**src/rtl/key_debounce.sv**
```systemverilog
// key_debounce: debounces one synchronized key level and derives press,
// release, long-press and auto-repeat strobes. Timing is in clk cycles.
// The release and repeat strobes are named release_pulse / repeat_pulse
// because "release" and "repeat" are SystemVerilog keywords.
module key_debounce #(
    parameter int unsigned DEBOUNCE_CYC = 20000,
    parameter int unsigned LONG_CYC     = 1000000,
    parameter int unsigned REPEAT_CYC   = 200000,
    parameter bit          ACTIVE_LOW   = 1'b1
) (
    input  logic       clk,
    input  logic       rst,
    input  logic       in,
    input  logic       rising,
    input  logic       falling,
    output logic       out,
    output logic       press,
    output logic       release_pulse,
    output logic       long_press,
    output logic       repeat_pulse,
    output logic [7:0] bounce_cnt
);

    localparam int unsigned DB_W     = $clog2(DEBOUNCE_CYC + 1);
    localparam int unsigned HOLD_MAX = (LONG_CYC > REPEAT_CYC) ? LONG_CYC : REPEAT_CYC;
    localparam int unsigned HOLD_W   = $clog2(HOLD_MAX + 1);

    localparam logic [DB_W-1:0]   DB_LAST   = DB_W'(DEBOUNCE_CYC);
    localparam logic [HOLD_W-1:0] LONG_LAST = HOLD_W'(LONG_CYC - 1);
    localparam logic [HOLD_W-1:0] REP_LAST  = HOLD_W'((REPEAT_CYC > 0) ? REPEAT_CYC - 1 : 0);

    typedef enum logic [2:0] {
        IDLE      = 3'd0,
        PRESS_DB  = 3'd1,
        HELD      = 3'd2,
        LONG_HELD = 3'd3,
        REL_DB    = 3'd4
    } state_t;

    state_t              state;
    logic [DB_W-1:0]     db_cnt;
    logic [HOLD_W-1:0]   hold_cnt;
    logic                was_long;   // held state to return to after a release glitch
    logic                act;
    logic                any_edge;

    assign act      = in ^ ACTIVE_LOW;
    assign any_edge = rising | falling;

    // Debounce FSM with hold timers, registered strobes and bounce counter
    always_ff @(posedge clk or posedge rst) begin
        if (rst) begin
            state         <= IDLE;
            db_cnt        <= '0;
            hold_cnt      <= '0;
            was_long      <= 1'b0;
            out           <= 1'b0;
            press         <= 1'b0;
            release_pulse <= 1'b0;
            long_press    <= 1'b0;
            repeat_pulse  <= 1'b0;
            bounce_cnt    <= '0;
        end else begin
            press         <= 1'b0;
            release_pulse <= 1'b0;
            long_press    <= 1'b0;
            repeat_pulse  <= 1'b0;

            // Only edges arriving inside a debounce window count as bounces
            if ((state == PRESS_DB || state == REL_DB) && any_edge && bounce_cnt != 8'hFF)
                bounce_cnt <= bounce_cnt + 8'd1;

            case (state)
                IDLE: begin
                    if (act) begin
                        state  <= PRESS_DB;
                        db_cnt <= DB_W'(1);
                    end
                end
                PRESS_DB: begin
                    if (!act) begin
                        state  <= IDLE;
                        db_cnt <= '0;
                    end else if (db_cnt == DB_LAST) begin
                        state    <= HELD;
                        db_cnt   <= '0;
                        out      <= 1'b1;
                        press    <= 1'b1;
                        hold_cnt <= '0;
                    end else begin
                        db_cnt <= db_cnt + DB_W'(1);
                    end
                end
                HELD: begin
                    if (!act) begin
                        state    <= REL_DB;
                        db_cnt   <= DB_W'(1);
                        was_long <= 1'b0;
                    end else if (hold_cnt == LONG_LAST) begin
                        state      <= LONG_HELD;
                        long_press <= 1'b1;
                        hold_cnt   <= '0;
                    end else begin
                        hold_cnt <= hold_cnt + HOLD_W'(1);
                    end
                end
                LONG_HELD: begin
                    if (!act) begin
                        state    <= REL_DB;
                        db_cnt   <= DB_W'(1);
                        was_long <= 1'b1;
                    end else if (REPEAT_CYC > 0) begin
                        if (hold_cnt == REP_LAST) begin
                            repeat_pulse <= 1'b1;
                            hold_cnt     <= '0;
                        end else begin
                            hold_cnt <= hold_cnt + HOLD_W'(1);
                        end
                    end
                end
                REL_DB: begin
                    if (act) begin
                        state  <= was_long ? LONG_HELD : HELD;
                        db_cnt <= '0;
                    end else if (db_cnt == DB_LAST) begin
                        state         <= IDLE;
                        db_cnt        <= '0;
                        out           <= 1'b0;
                        release_pulse <= 1'b1;
                        hold_cnt      <= '0;
                        was_long      <= 1'b0;
                    end else begin
                        db_cnt <= db_cnt + DB_W'(1);
                    end
                end
                default: begin
                    state <= IDLE;
                end
            endcase
        end
    end

endmodule

```
**config.mk**
```make
export PLATFORM = sky130hd
export DESIGN_NAME = key_debounce
export DESIGN_NICKNAME = d
export VERILOG_FILES = /design/src/rtl/key_debounce.sv
export SDC_FILE = /design/constraint.sdc
export NUM_CORES = 1
export LEC_CHECK = 0
export CAP_MARGIN = 5
export CELL_PAD_IN_SITES_DETAIL_PLACEMENT = 1
export CELL_PAD_IN_SITES_GLOBAL_PLACEMENT = 1
export CORE_ASPECT_RATIO = 0.6
export CORE_MARGIN = 2
export CORE_UTILIZATION = 49
export DETAILED_ROUTE_END_ITERATION = 10
export PLACE_DENSITY_LB_ADDON = 0.2
export SYNTH_ARGS = -nofsm -noshare
export SYNTH_HDL_FRONTEND = slang
export SYNTH_SLANG_ARGS = --single-unit
```
**constraint.sdc**
```tcl
create_clock -name clk -period 6.1 [get_ports clk]
set_clock_uncertainty 0.2 [all_clocks]
set_input_delay 1.22 -clock clk [delete_from_list [all_inputs] [get_ports clk]]
set_output_delay 1.22 -clock clk [all_outputs]
set_load 0.01 [all_outputs]
```
Word level (Yosys, flattened, before mapping)
Index checks and enable logic that the tools add are counted.
{"block": "word_totals", "reg_bits": 52, "inputBits": 5, "output_inout_bits": 13}
{"block": "op_classes", "n_eq_ne": 21, "muxes": 43, "reduce_logical": 14, "addsub": 3, "bitwise_logic": 1}
{"op": "$mux 20", "n": 7}
{"op": "$pmux 20 s4", "n": 1}
{"op": "$mux 15", "n": 5}
{"op": "$pmux 15 s4", "n": 1}
{"op": "$mux 3", "n": 8}
{"op": "$add 20x1->20 const B", "n": 1}
{"op": "$eq 20x18->1 const B", "n": 1}
{"op": "$eq 20x20->1 const B", "n": 1}
{"op": "$reduce_and 5->1", "n": 4}
{"op": "$mux 1", "n": 18}
{"op": "$add 15x1->15 const B", "n": 1}
{"op": "$eq 15x15->1 const B", "n": 1}
{"op": "$pmux 3 s5", "n": 1}
{"op": "$ne 2x2->1 const B", "n": 7}
{"op": "$add 8x1->8 const B", "n": 1}
{"op": "$ne 8x8->1 const B", "n": 1}
{"op": "$reduce_bool 4->1", "n": 2}
{"op": "$eq 3x2->1 const B", "n": 2}
{"op": "$ne 2x1->1 const B", "n": 3}
{"op": "$ne 3x2->1 const B", "n": 2}
{"op": "$eq 3x1->1 const B", "n": 1}
{"op": "$eq 3x3->1 const B", "n": 1}
{"op": "$logic_not 3->1", "n": 1}
{"op": "$ne 3x3->1 const B", "n": 1}
{"op": "other kinds (9)", "n": 10}

Logic depth before layout (Yosys ltp)
Gate-level depths: netlist (run 1).
{"block": "logic_depth", "ltp_word": 4, "mapped_depth": 10, "depth_no_buf": 8}

Least setup slack after synthesis (run 1)
OpenSTA, ideal clock, no wires.
{"block": "synth_path", "path_type": "input to register", "from": "input port in", "to": "register db_cnt[13]", "n_path_buf": 1, "arrival_ps": 2738, "cell_stages": 6, "setup_slack_ps": 3052, "setup_time_ps": 110, "path_cell_list": "clkbuf_1 nand2b_1 or2_2 a211oi_1 nand2_1 o41ai_1"}
{"block": "synth_between", "elab_chain_cells": 2, "word_cells_on_any_way": 6, "classes_between": "eq/ne: 2; mux: 3; reduce/logical: 1"}
{"element": "from (decl)", "line": "13", "text": "input logic in,"}
{"element": "$mux 15 (tied with other cells)", "line": "122", "text": "if (act) begin"}
{"element": "$pmux 15 s4 or $reduce_and 3->1 (tied branches)"}
{"element": "to (signal assigned)", "line": "91", "text": "db_cnt <= db_cnt + DB_W'(1);"}
{"element": "to (signal assigned)", "line": "133", "text": "db_cnt <= db_cnt + DB_W'(1);"}
{"element": "to (decl)", "line": "41", "text": "logic [DB_W-1:0] db_cnt;"}
Several ways; a longest one is shown, not always the timed one.
A chain may end at the register's enable or synchronous reset.

Worst setup path in the final report (run 1)
Same ends and word-level chain as after synthesis.

==> run_summary.xml, run 1 <==
<?xml version="1.0" encoding="UTF-8"?>
<metrics>
  <group name="die">
    <metric name="initial_core_util" unit="">0.509</metric>
    <metric name="width_of_the_die" unit="µm">102</metric>
    <metric name="placement_rows" unit="">21</metric>
    <metric name="io_pins" unit="">18</metric>
    <metric name="die-area" unit="µm²">6430</metric>
    <metric name="fp.coreArea" unit="µm²">5570</metric>
    <metric name="die_height" unit="µm">62.9</metric>
  </group>
  <group name="clock_tree">
    <metric name="clock_path_buffers" unit="">2</metric>
    <metric name="cts_buffers" unit="">5</metric>
    <metric name="post_cts_resized" unit="">0</metric>
    <metric name="clk_latency" unit="ns">0.31</metric>
    <metric name="tritoncts" unit="">built</metric>
    <metric name="cts_hold_buf" unit="">0</metric>
    <metric name="clkSinkCount" unit="">52</metric>
    <metric name="cts-htree-levels" unit="">2</metric>
    <metric name="cts-root-buf" unit="">sky130_fd_sc_hd__clkbuf_8</metric>
    <metric name="post-cts-setup-buffer-count" unit="">0</metric>
    <metric name="cts.clk_slew.worst_paths" unit="ns">0.09</metric>
  </group>
  <group name="place">
    <metric name="place.port_buffers" unit="">17</metric>
    <metric name="place_hpwl" unit="mm">5.42</metric>
    <metric name="dp_worst_setup_slack" unit="ns">2.13</metric>
    <metric name="place_congestion" unit="">0.814</metric>
  </group>
  <group name="yosys">
    <metric name="yosys-top-cells-count" unit="">sky130_fd_sc_hd__dfrtp_1, sky130_fd_sc_hd__o21ai_0, sky130_fd_sc_hd__nand2_1, sky130_fd_sc_hd__nor2_1, sky130_fd_sc_hd__nand3_1</metric>
    <metric name="postSynth.topFlopCell" unit="">sky130_fd_sc_hd__dfrtp_1</metric>
    <metric name="synth_fp_nets" unit="">331</metric>
    <metric name="synth_edf_count" unit="">0</metric>
    <metric name="leading_cell_types_by_total_area_after_synthesis" unit="">sky130_fd_sc_hd__dfrtp_1, sky130_fd_sc_hd__o21ai_0, sky130_fd_sc_hd__nand2_1, sky130_fd_sc_hd__nor2_1, sky130_fd_sc_hd__nand3_1</metric>
    <metric name="synthDominantAreaCellType" unit="">sky130_fd_sc_hd__dfrtp_1</metric>
    <metric name="postSynth.asyncResetShare" unit="">1.00</metric>
    <metric name="synth.most_common_cell" unit="">sky130_fd_sc_hd__dfrtp_1</metric>
    <metric name="post_synth_instance_area" unit="µm²">2830</metric>
    <metric name="synth_seq_area_share" unit="">0.459</metric>
    <metric name="synth_cell_type_count" unit="">46</metric>
    <metric name="synth.avg_cell_area" unit="µm²">8.80</metric>
    <metric name="ys_seq_elements" unit="">52</metric>
    <metric name="yosys_warnings" unit="">0</metric>
    <metric name="post_synth_inst_count" unit="">322</metric>
    <metric name="share_of_yosys_cell_area_claimed_by_the_top_area_cell_type" unit="">0.459</metric>
  </group>
  <group name="finish">
    <metric name="area.growth.synth_to_final" unit="%">11.3</metric>
    <metric name="num-nets-final" unit="">347</metric>
    <metric name="finish.utilization" unit="">0.566</metric>
    <metric name="drive_above_1_share" unit="">0.0442</metric>
    <metric name="num_antenna_cells" unit="">0</metric>
  </group>
  <group name="timing">
    <metric name="rsz0062_at_grt" unit="">no</metric>
    <metric name="max_freq" unit="MHz">271</metric>
    <metric name="max-slew-margin-rel" unit="">0.293</metric>
    <metric name="slew_violations" unit="">0</metric>
    <metric name="setup_violations" unit="">0</metric>
    <metric name="timing.final.crit_share" unit="">0.604</metric>
    <metric name="setup_total_negative_slack" unit="ns">0</metric>
    <metric name="max_slew.worst_pin.slew" unit="ns">1.05</metric>
    <metric name="final.setup.worst_slack" unit="ns">2.42</metric>
    <metric name="post_route_hold_slack" unit="ns">0.316</metric>
    <metric name="report.final.hold_viol_count" unit="">0</metric>
    <metric name="finalWorstPathRequiredPeriod" unit="ns">3.68</metric>
  </group>
  <group name="hold_path">
    <metric name="worst_hold_startpoint" unit="">bounce_cnt[6]</metric>
    <metric name="holdCritPathClass" unit="">flip-flop to flip-flop</metric>
  </group>
  <group name="worst_setup_path">
    <metric name="critical_path.startpoint_type" unit="">input port</metric>
    <metric name="critPathRequiredTime" unit="ns">6.10</metric>
    <metric name="wp_data_arrival" unit="ns">3.69</metric>
    <metric name="cp-end-kind" unit="">flip-flop</metric>
    <metric name="critical_path.reg2reg.startpoint" unit="">state[0]</metric>
    <metric name="cp_max_fo" unit="">9</metric>
    <metric name="timing_worst_setup_path_type" unit="">input port to flip-flop</metric>
    <metric name="crit_path_start" unit="">in</metric>
  </group>
  <group name="power">
    <metric name="power.net_switching" unit="mW">0.229</metric>
    <metric name="comb_power_share" unit="">0.174</metric>
    <metric name="irDropWorstVdd" unit="mV">0.114</metric>
    <metric name="pwr-share-seq" unit="">0.549</metric>
    <metric name="power_density_normalized_to_cell_area" unit="nW/µm²">242</metric>
    <metric name="pwr-share-clk" unit="">0.276</metric>
    <metric name="static-leakage-power" unit="nW">1.31</metric>
    <metric name="power.internal" unit="mW">0.534</metric>
    <metric name="power.switching_fraction" unit="">0.300</metric>
  </group>
  <group name="route">
    <metric name="routed_wirelength" unit="mm">7.60</metric>
    <metric name="vias_per_cell" unit="">6.13</metric>
    <metric name="remaining_routing_drc_violations" unit="">0</metric>
    <metric name="antenna_left" unit="">0</metric>
    <metric name="avgRoutedWirePerCell" unit="µm">18.1</metric>
    <metric name="detail_route.iter0.violations" unit="">139</metric>
    <metric name="drt_pre_antenna_iters" unit="">4</metric>
    <metric name="total_vias_in_the_final_route" unit="">2570</metric>
  </group>
  <group name="global_route">
    <metric name="grt_start_max_net_pins" unit="">53</metric>
    <metric name="grt_pass1_vias" unit="">2664</metric>
    <metric name="grt_use_total" unit="">0.261</metric>
    <metric name="overflow" unit="">0</metric>
    <metric name="antenna_found_initial" unit="">0</metric>
    <metric name="global_route_wire_length_before_repair" unit="mm">13.1</metric>
  </group>
  <group name="flow_run">
    <metric name="max_cap_viol_count" unit="">0</metric>
  </group>
  <group name="run_status">
    <metric name="outcome" unit="">complete, no violations</metric>
  </group>
</metrics>
[flip-flops by register name (all words and copies together) (netlist names), 3 cells and up]
| register | cells |
|---|---|
| hold_cnt | 20 |
| db_cnt | 15 |
| bounce_cnt | 8 |
| state | 3 |
[cells in the final DEF (no fill, tap or decap), drive strengths merged, types with 8 or more instances in the layout]
| cell | count |
|---|---|
| dfrtp | 52 |
| o21ai | 47 |
| nand2 | 41 |
| nor2 | 27 |
| nand3 | 18 |
| clkdlybuf4s50 | 17 |
| inv | 15 |
| or3 | 9 |
| a21oi | 9 |
| clkbuf | 8 |
[cell families (layout without fill, tap and decap cells)]
logic type	Yosys count	after routing	synth area share
muxes	1	1	0.00397
AOI/OAI and AO/OA	84	84	0.180
xor gates and xnor gates	10	10	0.0309
and+or+nand+nor	146	146	0.268
adders and majority gates	4	4	0.0177
buffers and inverters	25	42	0.0397
DFF	52	52	0.459
[path summary, 6_finish.rpt]
check | end | slack (ns) | cells after the start
max in group asynchronous | db_cnt[8] | 4.02 | 3
worst max register to register | hold_cnt[3] | 2.85 | 6
worst min register to register | bounce_cnt[6] | 0.32 | 1
worst max-delay path | db_cnt[13] | 2.42 | 6
worst min-delay path | bounce_cnt[6] | 0.32 | 1
min in group asynchronous | release_pulse | 1.24 | 3
[metrics by stage]
step | total power, mW | instance area, µm² | cells
2_1_floorplan | 0.487 | 2830 | 322
3_3_place_gp | 0.548 | 3060 | 411
4_1_cts | 0.768 | 3150 | 419
6_report | 0.762 | 3150 | 419
3_5_place_dp | 0.558 | 3060 | 411
5_1_grt | 0.805 | 3150 | 419
[power by group through the flow]
stage          Combinational, mW  Clock (mW)  Sequential [mW]
2_1_floorplan             0.0673           0            0.419
3_3_place_gp               0.128           0            0.420
3_5_place_dp               0.133           0            0.425
4_1_cts                    0.135       0.215            0.418
5_1_grt                    0.150       0.229            0.425
6_report                   0.133       0.211            0.419
[critical path, stage by stage]
cell and delay (ns):
sky130_fd_sc_hd__clkdlybuf4s50_1 0.69, sky130_fd_sc_hd__nand2b_1 0.15, sky130_fd_sc_hd__or2_2 0.31, sky130_fd_sc_hd__a211oi_1 0.84
sky130_fd_sc_hd__nand2_1 0.18, sky130_fd_sc_hd__o41ai_1 0.30
[area by class of cell]
class                   count  area (µm²)
clock buffers               8        90.1
fillers                   671        2420
repair buffers             19         185
well taps                  80         100
inverters                  15        56.3
flip-flops and latches     52        1300
multi-input cells         245        1420
[per-layer routing]
layer / GRT usage / up-vias / share of wire
met3: 0.0694 / 6 / 0.048
li1: - / 1196 / -
met2: 0.387 / 72 / 0.44
met1: 0.390 / 1296 / 0.50
met5: 0 / - / 0
met4: 0.0450 / 0 / 0.0059
Power figures use the tool's default switching activity.
==> run 2: changes to the inputs <==
--- a/config.mk
+++ b/config.mk
@@ -10,7 +10,7 @@
 export CELL_PAD_IN_SITES_GLOBAL_PLACEMENT = 1
 export CORE_ASPECT_RATIO = 0.6
 export CORE_MARGIN = 2
-export CORE_UTILIZATION = 49
+export CORE_UTILIZATION = 41
 export DETAILED_ROUTE_END_ITERATION = 10
 export PLACE_DENSITY_LB_ADDON = 0.2
 export SYNTH_ARGS = -nofsm -noshare
==> constraint.sdc (replaced) <==
create_clock -name clk -period 3.05 [get_ports clk]
set_clock_uncertainty 0.2 [all_clocks]
set_input_delay 0.61 -clock clk [delete_from_list [all_inputs] [get_ports clk]]
set_output_delay 0.61 -clock clk [all_outputs]
set_load 0.01 [all_outputs]
==> run_summary.xml, run 2 (same netlist as run 1, synthesis figures left out) <==
<?xml version="1.0" encoding="UTF-8"?>
<metrics>
  <group name="finish">
    <metric name="top_library_cells_by_usage_in_the_layout_fill_and_taps_aside" unit="">sky130_fd_sc_hd__dfrtp_1, sky130_fd_sc_hd__o21ai_0, sky130_fd_sc_hd__nand2_1, sky130_fd_sc_hd__nor2_1, sky130_fd_sc_hd__nand3_1</metric>
    <metric name="drive_above_1_share" unit="">0.0826</metric>
    <metric name="area.growth.synth_to_final" unit="%">17.9</metric>
    <metric name="regMostFlops" unit="">hold_cnt</metric>
    <metric name="registers_with_the_most_flip_flops" unit="">hold_cnt: 20 flops, db_cnt: 15 flops, bounce_cnt: 8 flops</metric>
    <metric name="fin_cells" unit="">438</metric>
    <metric name="num-nets-final" unit="">359</metric>
    <metric name="flip_flop_count_of_the_largest_register_all_copies_and_words_added" unit="">20</metric>
    <metric name="most_common_cell_after_layout_fill_and_taps_aside" unit="">sky130_fd_sc_hd__dfrtp_1</metric>
    <metric name="num_antenna_cells" unit="">0</metric>
  </group>
  <group name="hold_path">
    <metric name="holdCritPathClass" unit="">flip-flop to flip-flop</metric>
    <metric name="worst_hold_path.num_cells" unit="">1</metric>
  </group>
  <group name="die">
    <metric name="width_of_the_die" unit="µm">111</metric>
    <metric name="die-area" unit="µm²">7610</metric>
    <metric name="initial_core_util" unit="">0.424</metric>
    <metric name="fp.coreArea" unit="µm²">6680</metric>
    <metric name="placement_rows" unit="">23</metric>
    <metric name="die_height" unit="µm">68.4</metric>
    <metric name="io_pins" unit="">18</metric>
  </group>
  <group name="timing">
    <metric name="timing.final.crit_share" unit="">0.948</metric>
    <metric name="post_route_hold_slack" unit="ns">0.298</metric>
    <metric name="setup_violations" unit="">0</metric>
    <metric name="report.final.hold_viol_count" unit="">0</metric>
    <metric name="rsz0062_at_grt" unit="">no</metric>
    <metric name="setup_total_negative_slack" unit="ns">0</metric>
    <metric name="max_slew.worst_pin.slew" unit="ns">0.616</metric>
    <metric name="max_freq" unit="MHz">346</metric>
    <metric name="slew_violations" unit="">0</metric>
    <metric name="finalWorstPathRequiredPeriod" unit="ns">2.89</metric>
    <metric name="max-slew-margin-rel" unit="">0.590</metric>
  </group>
  <group name="power">
    <metric name="static-leakage-power" unit="nW">1.40</metric>
    <metric name="irDropWorstVdd" unit="mV">0.283</metric>
    <metric name="power_density_normalized_to_cell_area" unit="nW/µm²">513</metric>
  </group>
  <group name="global_route">
    <metric name="grt_pass1_vias" unit="">2459</metric>
    <metric name="antenna_found_initial" unit="">0</metric>
    <metric name="grt_start_max_net_pins" unit="">28</metric>
    <metric name="grt_use_total" unit="">0.225</metric>
    <metric name="overflow" unit="">0</metric>
    <metric name="global_route_wire_length_before_repair" unit="mm">13.2</metric>
  </group>
  <group name="worst_setup_path">
    <metric name="timing_worst_setup_path_type" unit="">flip-flop to flip-flop</metric>
    <metric name="cp_max_fo" unit="">18</metric>
    <metric name="timing.reg2reg.worst_path_depth" unit="">7</metric>
    <metric name="critical_path.startpoint_type" unit="">flip-flop</metric>
    <metric name="critical_path.reg2reg.startpoint" unit="">hold_cnt[8]</metric>
    <metric name="setup.reg_to_reg.worst_slack" unit="ns">0.16</metric>
    <metric name="setup.worst_path.end" unit="">hold_cnt[3]</metric>
    <metric name="critPathRequiredTime" unit="ns">3.04</metric>
    <metric name="wp_data_arrival" unit="ns">2.88</metric>
    <metric name="crit_path_start" unit="">hold_cnt[8]</metric>
    <metric name="slowest_stage" unit="">sky130_fd_sc_hd__or4b_1</metric>
    <metric name="worst_path_cell_trace" unit="">or4b_1, or4_4, a21oi_4, nand2b_1, buf_4, nor3_1, a211o_1</metric>
    <metric name="timing.rr.end" unit="">hold_cnt[3]</metric>
    <metric name="cp-end-kind" unit="">flip-flop</metric>
    <metric name="critical-path-max-stage-delay" unit="ns">0.61</metric>
  </group>
  <group name="route">
    <metric name="total_vias_in_the_final_route" unit="">2539</metric>
    <metric name="detail_route.iter0.violations" unit="">138</metric>
    <metric name="remaining_routing_drc_violations" unit="">0</metric>
    <metric name="avgRoutedWirePerCell" unit="µm">18.1</metric>
    <metric name="antenna_left" unit="">0</metric>
    <metric name="routed_wirelength" unit="mm">7.94</metric>
    <metric name="vias_per_cell" unit="">5.80</metric>
    <metric name="drt_pre_antenna_iters" unit="">4</metric>
  </group>
  <group name="clock_tree">
    <metric name="clkSinkCount" unit="">52</metric>
    <metric name="cts_buffers" unit="">5</metric>
    <metric name="cts-htree-levels" unit="">2</metric>
    <metric name="clk_latency" unit="ns">0.30</metric>
    <metric name="post-cts-setup-buffer-count" unit="">0</metric>
    <metric name="cts-root-buf" unit="">sky130_fd_sc_hd__clkbuf_16</metric>
    <metric name="cts.clk_slew.worst_paths" unit="ns">0.07</metric>
    <metric name="tritoncts" unit="">built</metric>
    <metric name="post_cts_resized" unit="">0</metric>
    <metric name="clock_path_buffers" unit="">2</metric>
    <metric name="cts_hold_buf" unit="">0</metric>
  </group>
  <group name="place">
    <metric name="place_congestion" unit="">0.873</metric>
    <metric name="place.port_buffers" unit="">17</metric>
    <metric name="place_hpwl" unit="mm">5.72</metric>
    <metric name="place.detailed.instances" unit="">430</metric>
  </group>
  <group name="flow_run">
    <metric name="max_cap_viol_count" unit="">0</metric>
  </group>
  <group name="run_status">
    <metric name="outcome" unit="">complete, no violations</metric>
  </group>
</metrics>
-- run 2: changes by cell type in the layout (fill, tap and decap cells not counted) --
cell	before	now
sky130_fd_sc_hd__buf_12	0	2
sky130_fd_sc_hd__clkbuf_1	2	0
sky130_fd_sc_hd__clkbuf_8	6	1
sky130_fd_sc_hd__buf_4	2	12
sky130_fd_sc_hd__clkinvlp_4	0	2
sky130_fd_sc_hd__clkbuf_16	0	5
-- run 2: worst min path at each step --
stage / start / to / slack, ns
2_1_floorplan: db_cnt[13] / db_cnt[13] / 0.27
3_3_place_gp: bounce_cnt[7] / bounce_cnt[7] / 0.29
3_5_place_dp: bounce_cnt[7] / bounce_cnt[7] / 0.29
4_1_cts: bounce_cnt[7] / bounce_cnt[7] / 0.30
5_1_grt: bounce_cnt[7] / bounce_cnt[7] / 0.32
6_report: bounce_cnt[7] / bounce_cnt[7] / 0.30
-- run 2: final cells by class --
cell class / count / area, µm²
fillers: 801 / 3340
well taps: 87 / 109
clock inverters: 2 / 15.0
clock buffers: 6 / 139
inverters: 15 / 56.3
repair buffers: 31 / 300
flip-flops and latches: 52 / 1300
multi-input cells: 245 / 1420
-- run 2: through the flow --
stage,setup slack [ns],utilization,power (mW),area [µm²]
floorplan,0.516,-,0.973,2830
global placement,0.314,0.477,1.12,3190
detailed placement,0.215,0.477,1.13,3190
CTS,0.190,0.500,1.74,3340
global route,0.0565,0.500,1.80,3340
finish,0.158,0.500,1.71,3340
-- run 2: metal layers --
layer	track usage	part of all wire	vias to the layer above
met5	0	0	-
met4	0.0694	0.014	0
met3	0.0452	0.057	10
met2	0.296	0.38	65
met1	0.361	0.55	1243
li1	-	-	1221
-- run 2: where the power goes --
group	internal [mW]	switching, mW	total, mW
Combinational	0.152	0.146	0.297
Sequential	0.746	0.0748	0.820
Clock	0.327	0.269	0.596
-- run 2: worst max-delay path, delay by kind of cell, from the launching register on --
kind / cells / cell delay, ns
AO/OA/AOI/OAI: 2 / 0.49
buffers and inverters: 1 / 0.23
flip-flops: 1 / 0.47
AND/OR/NAND/NOR: 4 / 1.37
==> run 3: changes to the inputs <==
--- a/config.mk
+++ b/config.mk
@@ -11,6 +11,7 @@
 export CORE_ASPECT_RATIO = 0.6
 export CORE_MARGIN = 2
 export CORE_UTILIZATION = 41
+export CTS_CLUSTER_DIAMETER = 30
 export DETAILED_ROUTE_END_ITERATION = 10
 export PLACE_DENSITY_LB_ADDON = 0.2
 export SYNTH_ARGS = -nofsm -noshare
==> results of run 3 <==
Final layout, timing and power as in run 2 (identical DEF).
